--- config.mk ---
export PLATFORM = sky130hd
export DESIGN_NAME = bram_bus_arbiter
export DESIGN_NICKNAME = d
export VERILOG_FILES = /design/src/rtl/bram_bus_arbiter_pkg.sv /design/src/rtl/bram_bus_arbiter_addr_decode.sv /design/src/rtl/bram_bus_arbiter.sv
export SDC_FILE = /design/constraint.sdc
export NUM_CORES = 1
export LEC_CHECK = 0
export ABC_AREA = 1
export CAP_MARGIN = 20
export CORE_AREA = 2 2 112 114
export CTS_CLUSTER_SIZE = 12
export DETAILED_ROUTE_END_ITERATION = 8
export DIE_AREA = 0 0 114 116
export DONT_BUFFER_PORTS = 1
export PLACE_DENSITY = 0.54
export SLEW_MARGIN = 20
export SYNTH_ARGS = -nofsm -noshare
export SYNTH_HDL_FRONTEND = slang
export SYNTH_HIERARCHICAL = 1
export SYNTH_SLANG_ARGS = --single-unit
--- constraint.sdc ---
create_clock -name clk -period 1.9 [get_ports clk]
set_input_delay 0.285 -clock clk [delete_from_list [all_inputs] [get_ports clk]]
set_output_delay 0.285 -clock clk [all_outputs]
set_load 0.01 [all_outputs]
--- src/rtl/bram_bus_arbiter_pkg.sv ---
// Shared definitions for bram_bus_arbiter: FSM state encodings, master ids and the
// BRAM window end derivation used by the address decoder.
package bram_bus_arbiter_pkg;

    localparam logic [1:0] StIdle   = 2'd0;
    localparam logic [1:0] StAccess = 2'd1;
    localparam logic [1:0] StResp   = 2'd2;
    localparam logic [1:0] StFault  = 2'd3;

    localparam logic MasterCpu = 1'b0;
    localparam logic MasterAux = 1'b1;

    // Exclusive end of the window, kept in 33 bits so a window ending at 4 GiB does not wrap.
    function automatic logic [32:0] bram_window_end(input logic [31:0] base,
                                                    input int unsigned words);
        return {1'b0, base} + (33'(words) << 2);
    endfunction

endpackage

--- src/rtl/bram_bus_arbiter_addr_decode.sv ---
// Combinational BRAM window check and byte-to-word address extraction.
module bram_bus_arbiter_addr_decode
    import bram_bus_arbiter_pkg::*;
#(
    parameter int unsigned BRAM_WORDS      = 8192,
    parameter int unsigned BRAM_ADDR_WIDTH = $clog2(BRAM_WORDS),
    parameter logic [31:0] BRAM_BASE       = 32'h0000_0000
) (
    input  logic [31:0]                addr_i,
    output logic                       in_window_o,
    output logic [BRAM_ADDR_WIDTH-1:0] word_addr_o
);

    localparam logic [32:0] WindowEnd = bram_window_end(BRAM_BASE, BRAM_WORDS);

    assign in_window_o = (addr_i >= BRAM_BASE) && ({1'b0, addr_i} < WindowEnd);

    // addr[1:0] is dropped here; byte lanes come from wstrb alone.
    assign word_addr_o = BRAM_ADDR_WIDTH'((addr_i - BRAM_BASE) >> 2);

endmodule

--- src/rtl/bram_bus_arbiter.sv ---
// Two-master arbiter/sequencer for the single-port BRAM. Tie resolution is fixed priority
// (m0 wins) unless ARB_ROUND_ROBIN_EN is defined, which alternates grants on ties.
module bram_bus_arbiter
    import bram_bus_arbiter_pkg::*;
#(
    parameter int unsigned BRAM_WORDS      = 8192,
    parameter int unsigned BRAM_ADDR_WIDTH = $clog2(BRAM_WORDS),
    parameter logic [31:0] BRAM_BASE       = 32'h0000_0000
) (
    input  logic                       clk,
    input  logic                       reset,

    input  logic                       m0_valid,
    input  logic [31:0]                m0_addr,
    input  logic [31:0]                m0_wdata,
    input  logic [3:0]                 m0_wstrb,
    output logic                       m0_ready,
    output logic [31:0]                m0_rdata,
    output logic                       m0_fault,

    input  logic                       m1_valid,
    input  logic [31:0]                m1_addr,
    input  logic [31:0]                m1_wdata,
    input  logic [3:0]                 m1_wstrb,
    output logic                       m1_ready,
    output logic [31:0]                m1_rdata,
    output logic                       m1_fault,

    output logic [BRAM_ADDR_WIDTH-1:0] bram_addr,
    output logic [31:0]                bram_wdata,
    output logic [3:0]                 bram_wmask,
    input  logic [31:0]                bram_rdata,

    output logic                       busy
);

    logic [1:0]                 state_q, state_d;
    logic                       grant_q, grant_d;
    logic [BRAM_ADDR_WIDTH-1:0] word_addr_q, word_addr_d;
    logic [31:0]                wdata_q, wdata_d;
    logic [3:0]                 wstrb_q, wstrb_d;

    logic                       any_valid;
    logic                       tie_pick;
    logic                       win_id;
    logic [31:0]                win_addr;
    logic                       win_in_window;
    logic [BRAM_ADDR_WIDTH-1:0] win_word_addr;

    assign any_valid = m0_valid | m1_valid;

`ifdef ARB_ROUND_ROBIN_EN
    logic last_grant_q, last_grant_d;

    // Reset value points at m1 so the first tie after reset goes to m0.
    assign tie_pick = ~last_grant_q;

    always_comb begin
        last_grant_d = last_grant_q;
        if (state_q == StIdle && any_valid) begin
            last_grant_d = win_id;
        end
    end

    always_ff @(posedge clk) begin
        if (reset) begin
            last_grant_q <= MasterAux;
        end else begin
            last_grant_q <= last_grant_d;
        end
    end
`else
    assign tie_pick = MasterCpu;
`endif

    always_comb begin
        win_id = MasterCpu;
        if (m0_valid && m1_valid) begin
            win_id = tie_pick;
        end else if (m1_valid) begin
            win_id = MasterAux;
        end
    end

    assign win_addr = (win_id == MasterAux) ? m1_addr : m0_addr;

    bram_bus_arbiter_addr_decode #(
        .BRAM_WORDS      (BRAM_WORDS),
        .BRAM_ADDR_WIDTH (BRAM_ADDR_WIDTH),
        .BRAM_BASE       (BRAM_BASE)
    ) u_addr_decode (
        .addr_i      (win_addr),
        .in_window_o (win_in_window),
        .word_addr_o (win_word_addr)
    );

    always_comb begin
        state_d     = state_q;
        grant_d     = grant_q;
        word_addr_d = word_addr_q;
        wdata_d     = wdata_q;
        wstrb_d     = wstrb_q;
        case (state_q)
            StIdle: begin
                if (any_valid) begin
                    grant_d     = win_id;
                    word_addr_d = win_word_addr;
                    wdata_d     = (win_id == MasterAux) ? m1_wdata : m0_wdata;
                    wstrb_d     = (win_id == MasterAux) ? m1_wstrb : m0_wstrb;
                    state_d     = win_in_window ? StAccess : StFault;
                end
            end
            StAccess: state_d = StResp;
            StResp:   state_d = StIdle;
            StFault:  state_d = StIdle;
            default:  state_d = StIdle;
        endcase
    end

    always_ff @(posedge clk) begin
        if (reset) begin
            state_q     <= StIdle;
            grant_q     <= MasterCpu;
            word_addr_q <= '0;
            wdata_q     <= '0;
            wstrb_q     <= '0;
        end else begin
            state_q     <= state_d;
            grant_q     <= grant_d;
            word_addr_q <= word_addr_d;
            wdata_q     <= wdata_d;
            wstrb_q     <= wstrb_d;
        end
    end

    logic        resp_active;
    logic        resp_ok;
    logic [31:0] resp_rdata;

    // Outputs are gated by reset so an aborted transaction neither writes nor responds.
    assign resp_active = ~reset & ((state_q == StResp) | (state_q == StFault));
    assign resp_ok     = (state_q == StResp);
    assign resp_rdata  = resp_ok ? bram_rdata : 32'h0;

    assign m0_ready = resp_active & (grant_q == MasterCpu);
    assign m0_rdata = m0_ready ? resp_rdata : 32'h0;
    assign m0_fault = m0_ready & ~resp_ok;

    assign m1_ready = resp_active & (grant_q == MasterAux);
    assign m1_rdata = m1_ready ? resp_rdata : 32'h0;
    assign m1_fault = m1_ready & ~resp_ok;

    assign bram_addr  = word_addr_q;
    assign bram_wdata = wdata_q;
    assign bram_wmask = (~reset && state_q == StAccess) ? wstrb_q : 4'b0000;

    assign busy = (state_q != StIdle);

endmodule

Word level (Yosys, flattened, before mapping)
Cells that the tools add are included.

cells by class
  equal/unequal tests = 4
  multiplexer cells = 12
  bitwise logic cells = 10
  reductions and logical operators = 7
  magnitude comparators = 2

operator list
  kind                                                                             count
  32-bit two-way mux                                                               5
  32-bit by 1-bit >= comparator with 1-bit output (second input constant)          1
  32-bit by 16-bit less-than comparator with 1-bit output (second input constant)  1
  4-bit two-way mux                                                                2
  2-bit one-hot mux with 3 select lines                                            1
  1-bit AND                                                                        5
  2-bit equality test (second input constant)                                      2
  2-bit two-way mux                                                                2
  1-bit logical AND                                                                3
  1-bit NOT                                                                        3
  2-bit by 1-bit equality test with 1-bit output (second input constant)           1
  2-bit zero test                                                                  1
  1-bit two-way mux                                                                2
  2-bit inequality test (second input constant)                                    1
  1-bit bitwise OR                                                                 2
  2-bit AND reduction                                                              1
  2-bit nonzero test                                                               1
  2-bit OR reduction                                                               1

word-level totals
  logic and storage cells = 40
  input port bits = 172
  register bits after elaboration = 52
  output and inout bits = 118

Longest topological paths before layout
Gate-level depths: netlist (run 1).

  word-level depth = 8
  gate-level depth with buffers = 15
  depth with buffers taken out = 13

Cells and area by module
The synthesis (run 1) kept the hierarchy.

modules (own cells, without submodules)
  module                        seq. area each (µm²)  cells each  times used  area an instance (µm²)
  bram_bus_arbiter              1041.0                687         1           3771.1
  bram_bus_arbiter_addr_decode  0.0                   30          1           166.4

Worst setup path before layout (run 1)
OpenSTA, ideal clock, no wires.

  path type = input to register
  start = input m1_valid
  end = register state_q[1]
  data required time = 1.782 ns
  setup slack = 0.259 ns
  stages = 14
  arrival = 1.523 ns
  buffers on the path = 2
  library setup time = 0.118 ns
  cell sequence = buf_4 -> inv_4 -> nor2_4 -> inv_2 -> clkbuf_1 -> nand2_1 -> nand2_1 -> or2_1 -> nor2_1 -> nand2_1 -> nor2_2 -> nor2_1 -> nand3_1 -> nand2_1

on the way
  word-level cells in the longest chain between the ends = 8
  elaborated cells on any way between the ends = 12
  classes of those cells = 2 x order compare; 1 x eq/ne; 6 x mux; 1 x bitwise; 2 x reduce/logical

ends and longest elaborated chain
  what                                                                                                                               RTL line                                        RTL
  start: declaration                                                                                                                 bram_bus_arbiter.sv:21                          input logic m1_valid,
  1-bit two-way mux / 1-bit logical AND (equally long branches)                                                                      bram_bus_arbiter.sv:80, bram_bus_arbiter.sv:78
  1-bit two-way mux (*)                                                                                                              bram_bus_arbiter.sv:78                          if (m0_valid && m1_valid) begin
  32-bit two-way mux (*)                                                                                                             bram_bus_arbiter.sv:85                          assign win_addr = (win_id == MasterAux) ? m1_addr : m0_addr;
  named net win_addr[27]                                                                                                             bram_bus_arbiter.sv:46                          logic [31:0] win_addr;
  32-bit by 1-bit >= comparator with 1-bit output / 32-bit by 16-bit less-than comparator with 1-bit output (equally long branches)  bram_bus_arbiter_addr_decode.sv:16              assign in_window_o = (addr_i >= BRAM_BASE) && ({1'b0, addr_i} < WindowEnd);
  1-bit logical AND (*)                                                                                                              bram_bus_arbiter_addr_decode.sv:16
  named net win_in_window                                                                                                            bram_bus_arbiter.sv:47                          logic win_in_window;
  2-bit two-way mux (*)                                                                                                              bram_bus_arbiter.sv:110                         state_d = win_in_window ? StAccess : StFault;
  2-bit two-way mux (*)                                                                                                              bram_bus_arbiter.sv:105                         if (any_valid) begin
  2-bit one-hot mux with 3 select lines (*)                                                                                          bram_bus_arbiter.sv:103                         case (state_q)
  end signal: assignment                                                                                                             bram_bus_arbiter.sv:122                         state_q <= StIdle;
  end signal: assignment                                                                                                             bram_bus_arbiter.sv:128                         state_q <= state_d;
  end: declaration                                                                                                                   bram_bus_arbiter.sv:37                          logic [1:0] state_q, state_d;

The timed path passes the listed nets; every way through them passes the cells marked *. The select of a mux whose other input is x is not followed.
A chain may end at the register's enable or synchronous reset.

Worst setup path in the final report (run 1)
  start = register state_q[0]
  end = output m1_rdata[31]

on the way
  word-level cells in the longest chain between the ends = 5
  elaborated cells on any way between the ends = 7
  classes of those cells = 2 x eq/ne; 2 x mux; 3 x bitwise

ends and longest elaborated chain
  what                                    RTL line                                          RTL
  2-bit equality test (on tied branches)  bram_bus_arbiter.sv:141, bram_bus_arbiter.sv:142
  1-bit bitwise OR                        bram_bus_arbiter.sv:141                           assign resp_active = ~reset & ((state_q == StResp) | (state_q == StFault));
  1-bit AND                               bram_bus_arbiter.sv:141
  1-bit AND                               bram_bus_arbiter.sv:149                           assign m1_ready = resp_active & (grant_q == MasterAux);
  32-bit two-way mux (*)                  bram_bus_arbiter.sv:150                           assign m1_rdata = m1_ready ? resp_rdata : 32'h0;
  end: declaration                        bram_bus_arbiter.sv:26                            output logic [31:0] m1_rdata,

Mark *: on every way between the ends. The rest lies on a longest branch, timed or not.

==> results.py, run 1 <==
metrics = {
    "worst_hold_path": {
        "hp-class": "in2reg",
    },
    "timing": {
        "max_freq_mhz": 564,
        "setup_tns_ns": 0,
        "finalSetupViolations": 0,
        "layout_min_cycle_time_ns": 1.77,
        "worst_slew_pin_slew_ns": 0.439,
        "fin_skew_ns": 0.00796,
        "slew_violations": 0,
        "rsz0062_at_grt": "false",
        "fin_crit_sh": 0.934,
        "slew_headroom": 0.707,
        "setup_ws_ns": 0.126,
        "finalHoldViolations": 0,
    },
    "clock_network": {
        "post_cts_buffers": 0,
        "clockRootBuffer": "clkbuf_16",
        "numCtsBuffers": 5,
        "htreeDepth": 2,
        "cts_tree": "yes",
        "cts_hold_buf": 0,
        "clk_pin_slew_worst_paths_ns": 0.07,
        "max-clock-path-buffers": 2,
        "clock_sinks": 52,
        "clk_latency_ns": 0.30,
    },
    "critical_path": {
        "reg2reg_to": "wstrb_q[2]",
        "crit_type": "reg2out",
        "crit_path_end": "m1_rdata[31]",
        "worstSetupEndpointType": "primary output",
        "crit_arrival_ns": 1.49,
        "cp-start-kind": "flop",
        "cp.required_ns": 1.62,
        "cp-startpoint": "state_q[0]",
        "r2r_cells": 6,
        "crit-reg2reg-launch": "state_q[1]",
        "r2r_slack_ns": 0.46,
        "worst-path-max-fanout": 64,
    },
    "detailed_routing": {
        "vias": 4157,
        "vias_per_cell": 4.71,
        "first_pass_iters": 4,
        "wl_met2_um": 6000,
        "routed_wirelength_um": 12000,
        "wl_per_cell_um": 13.6,
        "drtIter0Drc": 189,
        "drtAntennaViolNets": 0,
        "wl_met3_um": 1140,
        "post-route-drc-count": 0,
        "wl_met1_um": 4550,
        "top_layer": "met4",
    },
    "cells_and_area": {
        "area_delta_synth_final_pct": 14.4,
        "n_fill_cell": 1297,
        "layout_commonest_cell": "nand2_1",
        "diodes": 0,
        "drive_gt1_frac": 0.135,
        "final_cells": 882,
        "seq_area_sq_um": 1040,
        "multi_input_area_sq_um": 2050,
        "layout_common_cells": "nand2_1 (170), nor2_1 (151), inv_1 (109), nand3_1 (75), buf_4 (75)",
        "final_net_count": 906,
    },
    "placement": {
        "gp_congestion": 0.790,
        "place_inst": 874,
        "place_ws_ns": 0.203,
        "numPortBuffers": 0,
        "dpl.hpwl_um": 9530,
    },
    "floorplan": {
        "die_h_um": 116,
        "initial_utilization": 0.329,
        "die_x_um": 114,
        "num_rows": 40,
        "dieArea_sq_um": 13200,
        "io_pins": 290,
        "core_sq_um": 11900,
    },
    "global_routing": {
        "grt_max_degree": 65,
        "grt_pass1_vias": 3636,
        "grt_pass1_wl_um": 17900,
        "antenna_found_initial": 0,
        "track_usage": 0.170,
        "overflow": 0,
    },
    "pwr": {
        "ir_drop_mv": 0.436,
        "total_power_mw": 3.16,
        "power_density_nw_per_um2": 705,
        "leakagePower_nw": 2.44,
    },
    "yosys": {
        "syn_avg_cell_area_sq_um": 5.51,
        "syn-instance-count": 711,
        "syn-num-nets": 883,
        "ys_warn_count": 6,
        "synth_area_sq_um": 3920,
    },
    "outcome": {
        "status": "finished, final reports clean",
    },
    "run": {
        "cap_violations": 0,
    },
}
-- metal layers --
layer,up-vias,GRT usage
li1,2166,-
met1,1789,0.185
met2,184,0.308
met3,18,0.0581
met4,0,0.0610
met5,-,0
-- stage by stage --
step           hold WS (ns)  cell area (sq um)  utilization
6_report             0.0506               4480        0.376
5_1_grt              0.0394               4480        0.376
4_1_cts              0.0418               4480        0.376
3_5_place_dp          0.359               4330        0.364
3_3_place_gp          0.356               4330        0.364
2_1_floorplan         0.354               3920            -
-- worst min path at each step --
stage            endpoint   from  cells past startpoint
6_report          grant_q  reset                      1
5_1_grt        state_q[0]  reset                      1
4_1_cts           grant_q  reset                      1
3_5_place_dp      grant_q  reset                      1
3_3_place_gp      grant_q  reset                      1
2_1_floorplan     grant_q  reset                      1
-- power breakdown --
group          leakage (nW)  switching [mW]  internal, mW  total (mW)
registers             0.432           0.169          1.23        1.40
logic                  1.94           0.540         0.298       0.838
clock network        0.0702           0.426         0.491       0.917
-- registers in the layout, indices dropped and copies added, names as in the netlist --
register / cells
wstrb_q: 4
state_q: 2
bram_addr: 13
bram_wdata: 32
grant_q: 1
-- worst max-delay path, stage by stage (launching register included) --
cell	delay, ns
dfxtp_1	0.38
inv_2	0.13
nand2_2	0.07
buf_12	0.19
nor3_1	0.23
buf_4	0.18
-- timing repair --
item | CTS | global route
setup endpoints to repair | 8 | 64
resized for setup | 1 | 1
pin swaps | 0 | 0
gates cloned | 0 | 0
-- area by class of cell --
type | count | area share
Clock buffer | 5 | 0.0279
Clock inverter | 3 | 0.00475
Inverter | 115 | 0.0969
Multi-Input combinational cell | 482 | 0.458
Sequential cell | 52 | 0.233
Tap cell | 147 | 0.0410
Timing Repair Buffer | 78 | 0.139
No activity file was read; power rests on OpenSTA's default activity.
==> run 2, diff against run 1 <==
HOLD_SLACK_MARGIN = 0.15   (was not set)
==> results.py, run 2 (synthesis results as in run 1) <==
metrics = {
    "floorplan": {
        "io_pins": 290,
        "die_h_um": 116,
        "die_x_um": 114,
        "initial_utilization": 0.329,
        "num_rows": 40,
        "dieArea_sq_um": 13200,
        "core_sq_um": 11900,
    },
    "critical_path": {
        "cp-start-kind": "flop",
        "worstSetupEndpointType": "primary output",
        "worst-path-max-fanout": 64,
        "r2r_cells": 6,
        "crit_arrival_ns": 1.49,
        "crit_type": "reg2out",
        "cp-startpoint": "state_q[0]",
        "crit_chain": "inv_2, nand2_2, buf_12, nor3_1, buf_4",
        "cpPeakStageDelay_ns": 0.38,
        "crit-reg2reg-launch": "state_q[1]",
        "slowest_stage": "dfxtp_1",
        "cp.required_ns": 1.62,
    },
    "detailed_routing": {
        "wl_met1_um": 4500,
        "routed_wirelength_um": 12000,
        "vias": 4150,
        "wl_met2_um": 6050,
        "post-route-drc-count": 0,
        "top_layer": "met4",
        "vias_per_cell": 4.70,
        "first_pass_iters": 4,
        "wl_met3_um": 1180,
        "drtIter0Drc": 187,
        "wl_per_cell_um": 13.6,
        "drtAntennaViolNets": 0,
    },
    "placement": {
        "place_inst": 874,
        "dpl.hpwl_um": 9530,
        "numPortBuffers": 0,
        "gp_congestion": 0.790,
    },
    "timing": {
        "rsz0062_at_grt": "false",
        "finalHoldViolations": 0,
        "finalSetupViolations": 0,
        "fin_crit_sh": 0.933,
        "max_freq_mhz": 564,
        "slew_violations": 0,
        "worst_slew_pin_slew_ns": 0.441,
        "fin_skew_ns": 0.00901,
        "setup_tns_ns": 0,
        "layout_min_cycle_time_ns": 1.77,
        "slew_headroom": 0.706,
    },
    "cells_and_area": {
        "final_net_count": 907,
        "multi_input_area_sq_um": 2050,
        "seq_area_sq_um": 1040,
        "layout_commonest_cell": "nand2_1",
        "diodes": 0,
        "area_delta_synth_final_pct": 14.7,
        "largest_reg_flops": 32,
        "n_fill_cell": 1296,
        "drive_gt1_frac": 0.135,
        "layout_common_cells": "nand2_1 (170), nor2_1 (151), inv_1 (109), nand3_1 (75), buf_4 (75)",
        "final_cells": 883,
    },
    "global_routing": {
        "grt_pass1_wl_um": 17900,
        "track_usage": 0.171,
        "antenna_found_initial": 0,
        "grt_max_degree": 65,
        "overflow": 0,
        "grt_pass1_vias": 3641,
    },
    "pwr": {
        "ir_drop_mv": 0.436,
        "leakagePower_nw": 2.44,
        "total_power_mw": 3.16,
        "power_density_nw_per_um2": 704,
    },
    "worst_hold_path": {
        "min_path_cells": 4,
        "hp-class": "in2reg",
        "hold_start": "m0_wdata[26]",
    },
    "clock_network": {
        "max-clock-path-buffers": 2,
        "clk_pin_slew_worst_paths_ns": 0.08,
        "clockRootBuffer": "clkbuf_16",
        "clock_sinks": 52,
        "clk_latency_ns": 0.30,
        "htreeDepth": 2,
        "post_cts_buffers": 0,
        "numCtsBuffers": 5,
        "cts_tree": "yes",
    },
    "outcome": {
        "status": "finished, final reports clean",
    },
    "run": {
        "cap_violations": 0,
    },
}
-- run 2: where the power goes --
| part | total [mW] | internal [mW] | switching [mW] |
|---|---|---|---|
| Combinational | 0.840 | 0.299 | 0.540 |
| Sequential | 1.40 | 1.23 | 0.169 |
| Clock | 0.917 | 0.491 | 0.425 |
| Total | 3.16 | 2.02 | 1.13 |
-- run 2: worst max-delay path, delay by kind of cell, from the launching register on --
family | cells | cell delay (ns)
simple gates | 2 | 0.31
buf+inv | 3 | 0.49
flops | 1 | 0.38
-- run 2: timing repair --
item | 4_1_cts | 5_1_grt
pin swaps | 0 | 0
resized for setup | 1 | 1
hold buffers | 1 | 0
hold endpoints to repair | 2 | 0
setup endpoints to repair | 8 | 64
-- run 2: area by class of cell --
type                            count  share of cell area
Clock buffer                        5              0.0279
Clock inverter                      3             0.00474
Tap cell                          147              0.0410
Inverter                          115              0.0967
Timing Repair Buffer               79               0.141
Multi-Input combinational cell    482               0.457
Sequential cell                    52               0.232
-- run 2: layer usage --
| metal | track usage | up-vias |
|---|---|---|
| li1 | - | 2168 |
| met3 | 0.0581 | 18 |
| met2 | 0.312 | 188 |
| met1 | 0.185 | 1776 |
| met5 | 0 | - |
| met4 | 0.0577 | 0 |
-- run 2: worst paths after layout --
| check | endpoint | slack, ns |
|---|---|---|
| setup / recovery | m1_rdata[29] | 0.13 |
| hold / removal | bram_wdata[26] | 0.22 |
| setup reg to reg | wstrb_q[2] | 0.46 |
| hold reg to reg | grant_q | 0.48 |
-- run 2: metrics by stage --
step | hold WS (ns) | cell area, sq um | util | setup WS [ns]
final | 0.218 | 4490 | 0.377 | 0.128
after global routing | 0.233 | 4490 | 0.377 | 0.00803
after CTS | 0.214 | 4490 | 0.377 | 0.0164
after detailed placement | 0.359 | 4330 | 0.364 | 0.203
after global placement | 0.356 | 4330 | 0.364 | 0.232
after floorplan | 0.354 | 3920 | - | 0.268
